### src/rtl/wide_add_sequencer.sv
`default_nettype none
// ============================================================================
// Module   : wide_add_sequencer
// Brief    : WORDS x 32-bit add/subtract performed one word per cycle (LSW
//            first) through an external 32-bit combinational adder, with
//            valid/ready handshakes on operands and result.
// Revision : 1.0 - initial release
// ============================================================================
module wide_add_sequencer #(
  parameter int WORDS = 4
) (
  input  logic                  clk,
  input  logic                  rst_n,
  input  logic                  in_valid,
  output logic                  in_ready,
  input  logic [32*WORDS-1:0]   in_a,
  input  logic [32*WORDS-1:0]   in_b,
  input  logic                  in_sub,
  output logic                  out_valid,
  input  logic                  out_ready,
  output logic [32*WORDS-1:0]   out_sum,
  output logic                  out_cout,
  output logic                  out_ovf,
  output logic [31:0]           add_a,
  output logic [31:0]           add_b,
  output logic                  add_cin,
  input  logic [31:0]           add_sum,
  input  logic                  add_cout
);

  localparam int IDXW = (WORDS > 1) ? $clog2(WORDS) : 1;
  localparam logic [IDXW-1:0] c_LAST = IDXW'(WORDS - 1);

  localparam logic [1:0] S_IDLE = 2'd0;
  localparam logic [1:0] S_RUN  = 2'd1;
  localparam logic [1:0] S_DONE = 2'd2;

  logic [1:0]             r_state;
  logic [IDXW-1:0]        r_idx;
  logic                   r_carry;
  logic                   r_amsb;
  logic [WORDS-1:0][31:0] r_a;
  logic [WORDS-1:0][31:0] r_b;
  logic [WORDS-1:0][31:0] r_sum;
  logic                   r_cout;
  logic                   r_ovf;

  // Handshake flags; in_ready is gated by rst_n so it reads 0 during reset.
  assign in_ready  = rst_n & (r_state == S_IDLE);
  assign out_valid = (r_state == S_DONE);
  assign out_sum   = r_sum;
  assign out_cout  = r_cout;
  assign out_ovf   = r_ovf;

  // Adder operands: current word pair plus chained carry in RUN, zero otherwise.
  always_comb begin
    add_a   = 32'd0;
    add_b   = 32'd0;
    add_cin = 1'b0;
    if (r_state == S_RUN) begin
      add_a   = r_a[r_idx];
      add_b   = r_b[r_idx];
      add_cin = r_carry;
    end
  end

  // Sequencer: latch operands, step through words collecting sums, hold result.
  always_ff @(posedge clk or negedge rst_n) begin
    if (!rst_n) begin
      r_state <= S_IDLE;
      r_idx   <= '0;
      r_carry <= 1'b0;
      r_amsb  <= 1'b0;
      r_a     <= '0;
      r_b     <= '0;
      r_sum   <= '0;
      r_cout  <= 1'b0;
      r_ovf   <= 1'b0;
    end else begin
      case (r_state)
        S_IDLE: begin
          if (in_valid) begin
            // Subtract folds into A + ~B + 1: invert B here, carry-in 1.
            r_a     <= in_a;
            r_b     <= in_sub ? ~in_b : in_b;
            r_carry <= in_sub;
            r_idx   <= '0;
            r_amsb  <= in_a[32*WORDS-1];
            r_state <= S_RUN;
          end
        end
        S_RUN: begin
          r_sum[r_idx] <= add_sum;
          r_carry      <= add_cout;
          if (r_idx == c_LAST) begin
            r_cout  <= add_cout;
            // Signed overflow: same-sign operands (B after inversion) whose
            // result sign differs from A.
            r_ovf   <= (r_amsb == r_b[WORDS-1][31]) & (add_sum[31] != r_amsb);
            r_idx   <= '0;
            r_state <= S_DONE;
          end else begin
            r_idx <= r_idx + IDXW'(1);
          end
        end
        S_DONE: begin
          if (out_ready) begin
            r_state <= S_IDLE;
          end
        end
        default: begin
          r_state <= S_IDLE;
        end
      endcase
    end
  end

endmodule
`default_nettype wire

### config.mk
export PLATFORM = sky130hd
export DESIGN_NAME = wide_add_sequencer
export DESIGN_NICKNAME = d
export VERILOG_FILES = /design/src/rtl/wide_add_sequencer.sv
export SDC_FILE = /design/constraint.sdc
export NUM_CORES = 1
export LEC_CHECK = 0
export ABC_AREA = 1
export CAP_MARGIN = 20
export CELL_PAD_IN_SITES_DETAIL_PLACEMENT = 1
export CELL_PAD_IN_SITES_GLOBAL_PLACEMENT = 2
export CORE_MARGIN = 2
export CORE_UTILIZATION = 28
export DETAILED_ROUTE_END_ITERATION = 10
export PLACE_DENSITY_LB_ADDON = 0.1
export SKIP_LAST_GASP = 1
export SLEW_MARGIN = 20
export SYNTH_ARGS = -nofsm -noshare
export SYNTH_HDL_FRONTEND = slang
export SYNTH_SLANG_ARGS = --single-unit
### constraint.sdc
create_clock -name clk -period 2.4 [get_ports clk]
set_clock_uncertainty 0.1 [all_clocks]
set_input_delay 0.36 -clock clk [delete_from_list [all_inputs] [get_ports clk]]
set_output_delay 0.36 -clock clk [all_outputs]
set_load 0.05 [all_outputs]
==> run summary <==
maximum clock frequency: 393 MHz
GP Congestion: 0.796
#FFs+latches synth: 391
Critical path origin: r_idx[0]
max-slew violations: 0
first-pass GRT wire length: 107 mm
Post-DP Area: 24800 sq um
Lkg Pwr: 12.4 nW
PwrDens: 1660 nW/um^2
Slew headroom: 35.3%
antenna violations before repair: 17
post-synthesis cell type count: 21
CTS root buf: clkbuf_16
crit path time final: 2.55 ns
syn_nets: 2512
Final Cycle Share: 106%
# setup viols final: 64
RR Startpoint: r_idx[0]
Initial Util: 28.3%
grt total ovfl: 0
total wire length: 71.0 mm
max-cap violation count: 0
DRC: 0
Core Area: 64500 sq um
largest area contributor in the netlist: dfrtp_1
worst-case clock buffer depth: 3
CP Max Fanout: 19
CTS tree: built
mapped cell area: 18200 sq um
Hold Violations, Final: 0
Reg2Reg Depth: 8
htree depth: 2
# rows: 93
CP arrival: 2.09 ns
vias post-DR: 16.2k
Die W: 259 microns
Avg Synthesized Cell Area: 8.24 sq um
CTS buffer count: 48
IO Pins: 491
drt via density: 4.54
number of global-route vias before repair: 17.3k
number of DRC markers in iteration 0: 919
Post-DP HPWL: 46.7 mm
Worst setup EP type: output port
Area contributors post-synth: dfrtp_1, nand2_1, o21ai_0
final core occ: 42.5%
IO buf count: 490
setup_tns: -5.76 ns
Syn Inst Count: 2214
worst-case vdd ir drop: 971 uV
area grow syn2layout: 50.3%
Synth top area share: 53.6%
worst setup margin: -0.147 ns
total of warnings raised by yosys: 0
wire length per cell: 19.9 microns
# clock sinks: 391
Final ANT Viol Nets: 0
Worst Path Required: 1.94 ns
Worst-path clk slew: 0.06 ns
largest net degree at the start of global routing: 141
Die Ht: 259 microns
measured slew at the worst slew-check pin: 0.970 ns
Layout Nets: 2973
crit start category: flip-flop
status: finished with violations
layout cells sized above 1: 11.6%
Hold Path Class: in2async
RSZ-0062 raised after global routing: yes
GRT Overall Usage: 20.8%
Pre-antenna DRT Iters: 5
sequential share of the synthesized area: 53.6%
WS Path Type: reg2out
area of the die: 67200 sq um
design area: 27400 sq um
failing checks: negative setup slack
worst-skew pair later-pin latency: 0.59 ns
## cell families after synthesis
logic type | count (synthesis) | synth area share (%)
xor+xnor | 128 | 6.15
compound gates | 453 | 12.4
simple gates | 794 | 17.3
fa+ha+maj | 4 | 0.274
buf+inv | 444 | 10.2
flops | 391 | 53.6
## through the flow
stage          hold WS, ns  worst slack [ns]  total power, mW  cells
2_1_floorplan      -0.0356             0.130             25.7   2214
3_5_place_dp         0.133             0.286             36.2   3454
4_1_cts              0.114            -0.167             45.7   3557
3_3_place_gp         0.128             0.298             35.9   3454
6_report             0.132            -0.147             45.6   3572
5_1_grt              0.115            -0.238             48.5   3569
## metal layers
metal  up-vias  wire length (microns)  global-route usage (%)
met5         -                    120                       0
met1      7932                  31400                    27.1
li1       7812                      -                       -
met3       108                   3850                    5.00
met4        18                   1480                    5.28
met2       338                  34100                    34.7
## synth_stat cells
| library cell | count |
|---|---|
| buf_6 | 6 |
| o21ai_0 | 252 |
| nand2_2 | 3 |
| clkbuf_2 | 1 |
| inv_1 | 293 |
| ha_1 | 4 |
| buf_4 | 17 |
| nand2_1 | 656 |
| nand3_1 | 130 |
| xnor2_1 | 128 |
| o31ai_1 | 1 |
| nor2_2 | 1 |
| dfrtp_1 | 391 |
| nor2_1 | 3 |
| nand3_2 | 1 |
| buf_1 | 11 |
| inv_2 | 5 |
| buf_2 | 64 |
| clkbuf_1 | 47 |
| a21oi_1 | 64 |
| o21ai_1 | 136 |
## sequential cells by signal, indices dropped and copies added (netlist names)
name,flops
r_idx,2
out_sum,128
r_a,127
r_state,2
out_cout,1
r_b,128
r_carry,1
out_ovf,1
r_amsb,1
## cell usage in the layout, fill, tap and decap left out, drive strengths merged, types with 2 or more instances in the layout
| cell | n |
|---|---|
| clkbuf | 75 |
| xnor2 | 128 |
| o21ai | 388 |
| nor2 | 4 |
| ha | 4 |
| clkinv | 8 |
| dfrtp | 391 |
| inv | 300 |
| nand2 | 659 |
| clkdlybuf4s50 | 420 |
| diode | 9 |
| bufinv | 2 |
| a21oi | 64 |
| buf | 131 |
| nand3 | 131 |
## worst max-delay path: stages, from the launching register on
cell and delay (ns):
dfrtp_4 0.53, buf_4 0.19, buf_12 0.16, nand2_2 0.07
nand3_1 0.10, a21oi_2 0.27, buf_12 0.17
## where the power goes
part           switching, mW  leakage, nW  internal (mW)
clock network           2.93        0.756           4.25
logic                   16.9         6.84           10.2
registers               1.49         4.82           9.83
total                   21.3         12.4           24.2
## layout make-up
class                      instances  area, sq um
clock buffer                      72         1410
clock inverter                    11          113
timing repair buffer             556         6740
sequential                       391         9790
multi-input combinational       1379         7100
tap                              855         1070
inverter                         298         1140
timing repair inverter             1         16.3
fill                            7372        37100
antenna                            9         22.5
## worst paths after layout
check | end | slack [ns]
max in group asynchronous | r_a[35] | 0.87
max reg2reg | out_sum[21] | 0.14
min | out_sum[69] | 0.13
min in group clk | r_b[48] | 0.21
max | add_b[12] | -0.15
min reg2reg | r_b[49] | 0.38
## timing repair
item                                    CTS  global route
endpoints found under the setup margin   65            64
pin swaps                                25            25
hold endpoints to repair                251             0
hold buffers                              1             0
gates cloned                             10             4
setup buffers                             9             2
resized for setup                       109            36
No activity file was read; power rests on OpenSTA's default activity.
